==> config.mk <==
export PLATFORM = sky130hd
export DESIGN_NAME = router_reg_param_flat
export DESIGN_NICKNAME = d
export VERILOG_FILES = /design/src/rtl/router_reg_pkg.sv /design/src/rtl/router_reg_if.sv /design/src/rtl/router_reg_param_hold_buf.sv /design/src/rtl/router_reg_param.sv /design/src/flat_wrapper.sv
export SDC_FILE = /design/constraint.sdc
export NUM_CORES = 1
export LEC_CHECK = 0
export CORE_MARGIN = 5
export CORE_UTILIZATION = 40
export CTS_CLUSTER_SIZE = 40
export DETAILED_ROUTE_END_ITERATION = 8
export GPL_ROUTABILITY_DRIVEN = 1
export PLACE_DENSITY = 0.67
export SLEW_MARGIN = 0
export SYNTH_ARGS = -nofsm -noshare
export SYNTH_HDL_FRONTEND = slang
export SYNTH_SLANG_ARGS = --single-unit
==> constraint.sdc <==
create_clock -name clk -period 1.9 [get_ports clk]
set_input_delay 0.19 -clock clk [delete_from_list [all_inputs] [get_ports clk]]
set_output_delay 0.19 -clock clk [all_outputs]
set_load 0.05 [all_outputs]
==> src/rtl/router_reg_pkg.sv <==
// router_reg_pkg: default widths, header layout and check helpers for router_reg_param
package router_reg_pkg;
    localparam int DATA_W_D = 8;
    localparam int ADDR_W_D = 2;
    typedef struct packed {
        logic [DATA_W_D-ADDR_W_D-1:0] len;
        logic [ADDR_W_D-1:0]          addr;
    } hdr_t;
    function automatic logic addr_ok(input int unsigned addr, input int unsigned num_ch);
        return addr < num_ch;
    endfunction
    function automatic logic [31:0] par_xor(input logic [31:0] acc, input logic [31:0] b);
        return acc ^ b;
    endfunction
endpackage

==> src/rtl/router_reg_if.sv <==
// router_reg_if: FSM strobes, source byte and FIFO write bus of the router register stage
interface router_reg_if #(parameter int DATA_W = 8);
    logic              pkt_valid, fifo_full, detect_add, lfd_state, ld_state, laf_state, rst_int_reg;
    logic [DATA_W-1:0] data_in, dout;
    logic              dout_valid, parity_done, low_pkt_valid, err, len_err, addr_err, hold_empty, hold_ovf;
    logic [15:0]       pkt_cnt, err_cnt;
    modport master (
        output pkt_valid, fifo_full, detect_add, lfd_state, ld_state, laf_state, rst_int_reg, data_in,
        input  dout, dout_valid, parity_done, low_pkt_valid, err, len_err, addr_err, hold_empty, hold_ovf,
        input  pkt_cnt, err_cnt
    );
    modport slave (
        input  pkt_valid, fifo_full, detect_add, lfd_state, ld_state, laf_state, rst_int_reg, data_in,
        output dout, dout_valid, parity_done, low_pkt_valid, err, len_err, addr_err, hold_empty, hold_ovf,
        output pkt_cnt, err_cnt
    );
endinterface

==> src/rtl/router_reg_param_hold_buf.sv <==
// router_hold_buf: HOLD_DEPTH x DATA_W circular FIFO with push/pop/flush; push wins over pop
module router_hold_buf #(
    parameter int DATA_W     = 8,
    parameter int HOLD_DEPTH = 2
) (
    input  logic              clk,
    input  logic              rst,
    input  logic              flush,
    input  logic              push,
    input  logic              pop,
    input  logic [DATA_W-1:0] din,
    output logic [DATA_W-1:0] dout,
    output logic              full,
    output logic              empty
);
    localparam int PW = HOLD_DEPTH > 1 ? $clog2(HOLD_DEPTH) : 1;
    localparam int CW = $clog2(HOLD_DEPTH + 1);
    logic [DATA_W-1:0] mem [HOLD_DEPTH];
    logic [PW-1:0]     wp, rp;
    logic [CW-1:0]     cnt;
    logic              do_push, do_pop;
    assign full    = cnt == CW'(HOLD_DEPTH);
    assign empty   = cnt == '0;
    assign do_push = push && !full;
    assign do_pop  = pop && !empty && !push;
    assign dout    = mem[rp];
    always_ff @(posedge clk) begin
        if (do_push && !rst && !flush) mem[wp] <= din;
    end
    always_ff @(posedge clk) begin
        if (rst || flush) begin
            wp  <= '0;
            rp  <= '0;
            cnt <= '0;
        end else begin
            if (do_push) wp <= wp == PW'(HOLD_DEPTH - 1) ? '0 : wp + PW'(1);
            if (do_pop) rp <= rp == PW'(HOLD_DEPTH - 1) ? '0 : rp + PW'(1);
            cnt <= cnt + CW'(do_push) - CW'(do_pop);
        end
    end
endmodule

==> src/rtl/router_reg_param.sv <==
// router_reg_param: router header/payload register stage with parity, length/address checks, full-hold buffer; ROUTER_REG_STATS_EN adds packet/error counters
module router_reg_param
    import router_reg_pkg::*;
#(
    parameter int DATA_W     = DATA_W_D,
    parameter int ADDR_W     = ADDR_W_D,
    parameter int NUM_CH     = 3,
    parameter int HOLD_DEPTH = 2
) (
    input logic         clk,
    input logic         rst,
    router_reg_if.slave bus
);
    localparam int LEN_W = DATA_W - ADDR_W;
    logic [DATA_W-1:0] header, parity, pkt_parity, dout, hold_dout;
    logic [LEN_W-1:0]  pay_cnt;
    logic              dout_valid, parity_done, pd_q, low_pkt_valid, err, len_err, addr_err, hold_ovf;
    logic              hdr_in, hdr_ok, sel_lfd, sel_ld, sel_laf, push, pop, hold_full, hold_empty, chk;
    assign hdr_in  = bus.detect_add && bus.pkt_valid;
    assign hdr_ok  = hdr_in && addr_ok(32'(bus.data_in[ADDR_W-1:0]), NUM_CH);
    assign sel_lfd = !bus.detect_add && bus.lfd_state;
    assign sel_ld  = !bus.detect_add && !bus.lfd_state && bus.ld_state;
    assign sel_laf = !bus.detect_add && !bus.lfd_state && !bus.ld_state && bus.laf_state;
    assign push    = sel_ld && bus.fifo_full;
    assign pop     = sel_laf && !bus.fifo_full && !hold_empty;
    assign chk     = parity_done && !pd_q;
    router_hold_buf #(.DATA_W(DATA_W), .HOLD_DEPTH(HOLD_DEPTH)) u_hold (
        .clk(clk), .rst(rst), .flush(hdr_ok), .push(push), .pop(pop),
        .din(bus.data_in), .dout(hold_dout), .full(hold_full), .empty(hold_empty)
    );
    always_ff @(posedge clk) begin
        if (rst) begin
            header        <= '0;
            parity        <= '0;
            pkt_parity    <= '0;
            pay_cnt       <= '0;
            dout          <= '0;
            dout_valid    <= 1'b0;
            parity_done   <= 1'b0;
            pd_q          <= 1'b0;
            low_pkt_valid <= 1'b0;
            err           <= 1'b0;
            len_err       <= 1'b0;
            addr_err      <= 1'b0;
            hold_ovf      <= 1'b0;
        end else begin
            dout_valid <= 1'b0;
            pd_q       <= parity_done;
            if (chk) begin
                err     <= parity != pkt_parity;
                len_err <= pay_cnt != header[DATA_W-1:ADDR_W];
            end
            if (bus.rst_int_reg) low_pkt_valid <= 1'b0;
            if (hdr_ok) begin
                header      <= bus.data_in;
                parity      <= '0;
                pkt_parity  <= '0;
                pay_cnt     <= '0;
                parity_done <= 1'b0;
                err         <= 1'b0;
                len_err     <= 1'b0;
                hold_ovf    <= 1'b0;
                addr_err    <= 1'b0;
            end else if (hdr_in) begin
                addr_err <= 1'b1;
            end else if (sel_lfd) begin
                dout       <= header;
                dout_valid <= 1'b1;
                parity     <= DATA_W'(par_xor(32'(parity), 32'(header)));
            end else if (sel_ld) begin
                if (!bus.fifo_full) begin
                    dout       <= bus.data_in;
                    dout_valid <= 1'b1;
                end else if (hold_full) begin
                    hold_ovf <= 1'b1;
                end
                if (bus.pkt_valid) begin
                    parity  <= DATA_W'(par_xor(32'(parity), 32'(bus.data_in)));
                    pay_cnt <= &pay_cnt ? pay_cnt : pay_cnt + LEN_W'(1);
                end else begin
                    pkt_parity    <= bus.data_in;
                    parity_done   <= 1'b1;
                    low_pkt_valid <= 1'b1;
                end
            end else if (pop) begin
                dout       <= hold_dout;
                dout_valid <= 1'b1;
            end
        end
    end
    assign bus.dout          = dout;
    assign bus.dout_valid    = dout_valid;
    assign bus.parity_done   = parity_done;
    assign bus.low_pkt_valid = low_pkt_valid;
    assign bus.err           = err;
    assign bus.len_err       = len_err;
    assign bus.addr_err      = addr_err;
    assign bus.hold_empty    = hold_empty;
    assign bus.hold_ovf      = hold_ovf;
`ifdef ROUTER_REG_STATS_EN
    logic [15:0] pkt_cnt, err_cnt;
    logic        bad;
    assign bad = parity != pkt_parity || pay_cnt != header[DATA_W-1:ADDR_W] || hold_ovf;
    always_ff @(posedge clk) begin
        if (rst) begin
            pkt_cnt <= '0;
            err_cnt <= '0;
        end else if (chk) begin
            pkt_cnt <= pkt_cnt + 16'd1;
            err_cnt <= err_cnt + 16'(bad);
        end
    end
    assign bus.pkt_cnt = pkt_cnt;
    assign bus.err_cnt = err_cnt;
`else
    assign bus.pkt_cnt = '0;
    assign bus.err_cnt = '0;
`endif
endmodule

==> src/flat_wrapper.sv <==
// flat-port wrapper written by rule: the top's interface ports become plain ports
module router_reg_param_flat import router_reg_pkg::*;
#(
    parameter int DATA_W     = DATA_W_D,
    parameter int ADDR_W     = ADDR_W_D,
    parameter int NUM_CH     = 3,
    parameter int HOLD_DEPTH = 2
)
  (clk, rst, bus_pkt_valid, bus_fifo_full, bus_detect_add, bus_lfd_state, bus_ld_state, bus_laf_state, bus_rst_int_reg, bus_data_in, bus_dout, bus_dout_valid, bus_parity_done, bus_low_pkt_valid, bus_err, bus_len_err, bus_addr_err, bus_hold_empty, bus_hold_ovf, bus_pkt_cnt, bus_err_cnt);
  router_reg_if #(.DATA_W(DATA_W)) bus_i ();
  input logic clk;
  input logic rst;
  input wire logic [$bits(bus_i.pkt_valid)-1:0] bus_pkt_valid;
  input wire logic [$bits(bus_i.fifo_full)-1:0] bus_fifo_full;
  input wire logic [$bits(bus_i.detect_add)-1:0] bus_detect_add;
  input wire logic [$bits(bus_i.lfd_state)-1:0] bus_lfd_state;
  input wire logic [$bits(bus_i.ld_state)-1:0] bus_ld_state;
  input wire logic [$bits(bus_i.laf_state)-1:0] bus_laf_state;
  input wire logic [$bits(bus_i.rst_int_reg)-1:0] bus_rst_int_reg;
  input wire logic [$bits(bus_i.data_in)-1:0] bus_data_in;
  output wire logic [$bits(bus_i.dout)-1:0] bus_dout;
  output wire logic [$bits(bus_i.dout_valid)-1:0] bus_dout_valid;
  output wire logic [$bits(bus_i.parity_done)-1:0] bus_parity_done;
  output wire logic [$bits(bus_i.low_pkt_valid)-1:0] bus_low_pkt_valid;
  output wire logic [$bits(bus_i.err)-1:0] bus_err;
  output wire logic [$bits(bus_i.len_err)-1:0] bus_len_err;
  output wire logic [$bits(bus_i.addr_err)-1:0] bus_addr_err;
  output wire logic [$bits(bus_i.hold_empty)-1:0] bus_hold_empty;
  output wire logic [$bits(bus_i.hold_ovf)-1:0] bus_hold_ovf;
  output wire logic [$bits(bus_i.pkt_cnt)-1:0] bus_pkt_cnt;
  output wire logic [$bits(bus_i.err_cnt)-1:0] bus_err_cnt;
  assign bus_i.pkt_valid = bus_pkt_valid;
  assign bus_i.fifo_full = bus_fifo_full;
  assign bus_i.detect_add = bus_detect_add;
  assign bus_i.lfd_state = bus_lfd_state;
  assign bus_i.ld_state = bus_ld_state;
  assign bus_i.laf_state = bus_laf_state;
  assign bus_i.rst_int_reg = bus_rst_int_reg;
  assign bus_i.data_in = bus_data_in;
  assign bus_dout = bus_i.dout;
  assign bus_dout_valid = bus_i.dout_valid;
  assign bus_parity_done = bus_i.parity_done;
  assign bus_low_pkt_valid = bus_i.low_pkt_valid;
  assign bus_err = bus_i.err;
  assign bus_len_err = bus_i.len_err;
  assign bus_addr_err = bus_i.addr_err;
  assign bus_hold_empty = bus_i.hold_empty;
  assign bus_hold_ovf = bus_i.hold_ovf;
  assign bus_pkt_cnt = bus_i.pkt_cnt;
  assign bus_err_cnt = bus_i.err_cnt;
  router_reg_param #(.DATA_W(DATA_W), .ADDR_W(ADDR_W), .NUM_CH(NUM_CH), .HOLD_DEPTH(HOLD_DEPTH)) u_core (.clk(clk), .rst(rst), .bus(bus_i));
endmodule
==> impl_metrics.env, run 1 <==
export IMPL_status="finished clean"
export IMPL_synth_avg_cell_area_um2=9.85
export IMPL_start_util_pct=41.2
export IMPL_wl_met1_um=2970
export IMPL_fmax_mhz=588
export IMPL_whs_ps=468
export IMPL_cts_sinks=67
export IMPL_via_per_inst=4.76
export IMPL_finalHoldViolations=0
export IMPL_worstReg2RegEnd="u_core.u_hold.cnt[1]"
export IMPL_seqPwrFrac_pct=48.7
export IMPL_grt_pass1_wl_um=10500
export IMPL_post_cts_buffers=0
export IMPL_dp_hpwl_um=4790
export IMPL_p_sw_share_pct=28.2
export IMPL_clkLatencyLatePin_ps=340
export IMPL_route_met3_wl_um=403
export IMPL_p_switching_mw=0.878
export IMPL_synth_most_common_cell="dfxtp_1"
export IMPL_crit_path_end="bus_parity_done"
export IMPL_clock_path_buffers=2
export IMPL_r2r_start="u_core.u_hold.cnt[1]"
export IMPL_vias=2258
export IMPL_grt_max_degree=19
export IMPL_area_growth_pct=18.5
export IMPL_ir_worst_vdd_v=0.000649
export IMPL_fill_cells=717
export IMPL_cts_root_buf="clkbuf_8"
export IMPL_ys_seq_elements=67
export IMPL_power_internal_mw=2.24
export IMPL_power_density_nw_per_um2=827
export IMPL_htree_levels=3
export IMPL_synth_area_leader_cell="dfxtp_1"
export IMPL_synth_cell_types=43
export IMPL_die_w_um=99.2
export IMPL_cp_num_buf_inv=1
export IMPL_crit_slowest_cell="clkdlybuf4s50_1"
export IMPL_numCtsBuffers=9
export IMPL_r2r_setup_slack_ps=450
export IMPL_holdBufCountCts=0
export IMPL_slowest_delay_ps=820
export IMPL_min_path_type="flip-flop to flip-flop"
export IMPL_path_depth=1
export IMPL_path_delay_family="buffers and inverters"
export IMPL_multi_input_area_um2=1460
export IMPL_firstDrtPassIters=4
export IMPL_rsz0062_at_grt="false"
export IMPL_clk_pin_slew_ps=70
export IMPL_ant_nets=0
export IMPL_synth_edf_count=16
export IMPL_nNetsFinal=386
export IMPL_port_buffers=32
export IMPL_synth_cells=323
export IMPL_setup_viol=0
export IMPL_route_met2_wl_um=3070
export IMPL_slew_violations=0
export IMPL_drt_iter0_drc=118
export IMPL_finalClockSkew_ps=4.48
export IMPL_die_h_um=99.2
export IMPL_wl_per_cell_um=13.7
export IMPL_path_max_fanout=4
export IMPL_cp_required_ps=1710
export IMPL_crit_start="u_core.bus.parity_done"
export IMPL_arrival_ps=1510
export IMPL_antenna_found_initial=0
export IMPL_p_total_mw=3.12
export IMPL_ys_warn_count=0
export IMPL_grt_pass1_vias=2101
export IMPL_synthFlopType="dfxtp_1"
export IMPL_regArea_um2=1500
export IMPL_synth_area_leaders="dfxtp_1 32%, edfxtp_1 15%, buf_4 8.0%, mux2i_1 5.0%, xor2_1 4.4%"
export IMPL_drive_gt1_share_pct=10.8
export IMPL_reg2reg_depth=6
export IMPL_ys_seq_area_share_pct=47.2
export IMPL_cp_cell_sequence="clkdlybuf4s50_1"
export IMPL_clkPwrFrac_pct=35.7
export IMPL_grt_overflow_total=0
export IMPL_rows=32
export IMPL_startpoint_type="flip-flop"
export IMPL_critPathKind="flip-flop to output port"
export IMPL_p_comb_share_pct=15.6
export IMPL_synth_async_reset_ratio_pct=0
export IMPL_slew_headroom_pct=55.1
export IMPL_finalWeightedCongestion=0.819
export IMPL_synth_top_area_share_pct=32.1
export IMPL_core_um2=7730
export IMPL_wl_um=6510
export IMPL_drv_cap=0
export IMPL_critPathCaptureType="output port"
export IMPL_post_route_util_pct=48.8
export IMPL_fp_dieArea_um2=9830
export IMPL_drcViolationCount=0
export IMPL_tightest_slew_ps=672
export IMPL_fin_crit_sh_pct=89.5
export IMPL_grtUsageTotal_pct=13.4
export IMPL_diodes=0
export IMPL_fin_crit_ps=1700
export IMPL_top_layer="met4"
export IMPL_p_leak_nw=1.43
export IMPL_io_pins=65
export IMPL_cts_tree="yes"
export IMPL_netlist_top_cells_count="51 x dfxtp_1, 34 x buf_4, 33 x nor2_1, 20 x nand2_1, 19 x a21oi_1"
export IMPL_synthesis_area_um2=3180
placed cells by master, fill, tap and decap left out, types with 3 or more instances in the layout:
cell type,instances
xor2_1,16
clkbuf_8,9
o21ai_0,9
edfxtp_1,16
o21ai_2,3
clkdlybuf4s50_1,31
nand2_1,20
clkinv_2,3
inv_1,4
mux2i_1,16
a22oi_1,8
a31o_1,8
a21oi_1,19
nor2_1,33
dfxtp_1,51
nor2b_1,4
buf_4,16
nand4_1,3
nor3_1,7
nor3b_1,9
nand2b_1,12
xnor2_1,12
conb_1,32
how the worst min path moves through the flow:
stage	from	endpoint	slack, ps	cells past startpoint
finish	u_core.pkt_parity[6]	u_core.pkt_parity[6]	470	2
global route	u_core.pkt_parity[6]	u_core.pkt_parity[6]	490	2
CTS	u_core.pkt_parity[6]	u_core.pkt_parity[6]	470	2
detailed placement	u_core.pkt_parity[6]	u_core.pkt_parity[6]	460	2
global placement	u_core.pkt_parity[1]	u_core.pkt_parity[1]	460	2
floorplan	bus_data_in[0]	u_core.u_hold.mem[0][0]	290	0
worst register-to-register path, delay by kind of cell, from the launching register on:
kind            cells  cell delay, ps
flops               1             370
fa+ha+maj           1             200
compound gates      2             450
xor+xnor            2             290
simple gates        1              50
registers in the layout (all words and copies together) (netlist names), 2 cells and up, named ones only:
| signal | cells |
|---|---|
| u_core.u_hold.mem | 16 |
| u_core.pay_cnt | 6 |
| u_core.bus.dout | 8 |
| u_core.u_hold.cnt | 2 |
| u_core.header | 8 |
| u_core.parity | 8 |
| u_core.pkt_parity | 8 |
timing repair:
| item | CTS | global route |
|---|---|---|
| endpoints found under the hold margin | 0 | 0 |
| gates resized for setup | 0 | 1 |
| endpoints found under the setup margin | 0 | 1 |
cells by family (layout without fill, tap and decap cells):
| kind of cell | count (synthesis) | after routing | synth area share, % |
|---|---|---|---|
| simple gates | 103 | 103 | 17.0 |
| buf+inv | 52 | 70 | 10.7 |
| other cells | 1 | 32 | 0.118 |
| xor+xnor | 28 | 28 | 7.71 |
| flops | 67 | 67 | 47.2 |
| compound gates | 54 | 54 | 11.4 |
| mux | 16 | 16 | 5.04 |
| fa+ha+maj | 2 | 2 | 0.787 |
final cells by class:
type,count,share of cell area [%]
Sequential cell,67,39.8
Clock buffer,10,3.39
Tap cell,102,3.39
Multi-Input combinational cell,235,38.7
Inverter,4,0.398
Clock inverter,6,1.49
Timing Repair Buffer,50,12.8
routing by layer:
layer	global-route usage, %	vias to the layer above
li1	-	1141
met1	17.5	1045
met2	21.4	65
met3	4.28	7
met4	4.10	0
met5	0	-
stage by stage:
stage	worst slack, ps	cells	setup TNS (ps)	instance area (um^2)
2_1_floorplan	8.52	354	0	3300
3_3_place_gp	-66.6	458	-66.6	3580
4_1_cts	64.0	474	0	3770
3_5_place_dp	-71.6	458	-128	3580
6_report	199	474	0	3770
5_1_grt	132	474	0	3770
power groups by stage:
stage                     registers, mW  clock network, mW  logic [mW]
after global placement             1.55                  0       0.482
final                              1.52               1.11       0.487
after detailed placement           1.55                  0       0.485
after global routing               1.52               1.21       0.518
after CTS                          1.52               1.14       0.487
after floorplan                    1.60                  0       0.341
(Power assumes the default switching activity.)
==> inputs of run 2 (changes only) <==
GPL_ROUTABILITY_DRIVEN = not set   (was 1)
SKIP_LAST_GASP = 1   (was not set)
SLEW_MARGIN = not set   (was 0)
==> results of run 2 <==
Same layout as run 1: the final DEF is identical, and so are final timing and power.
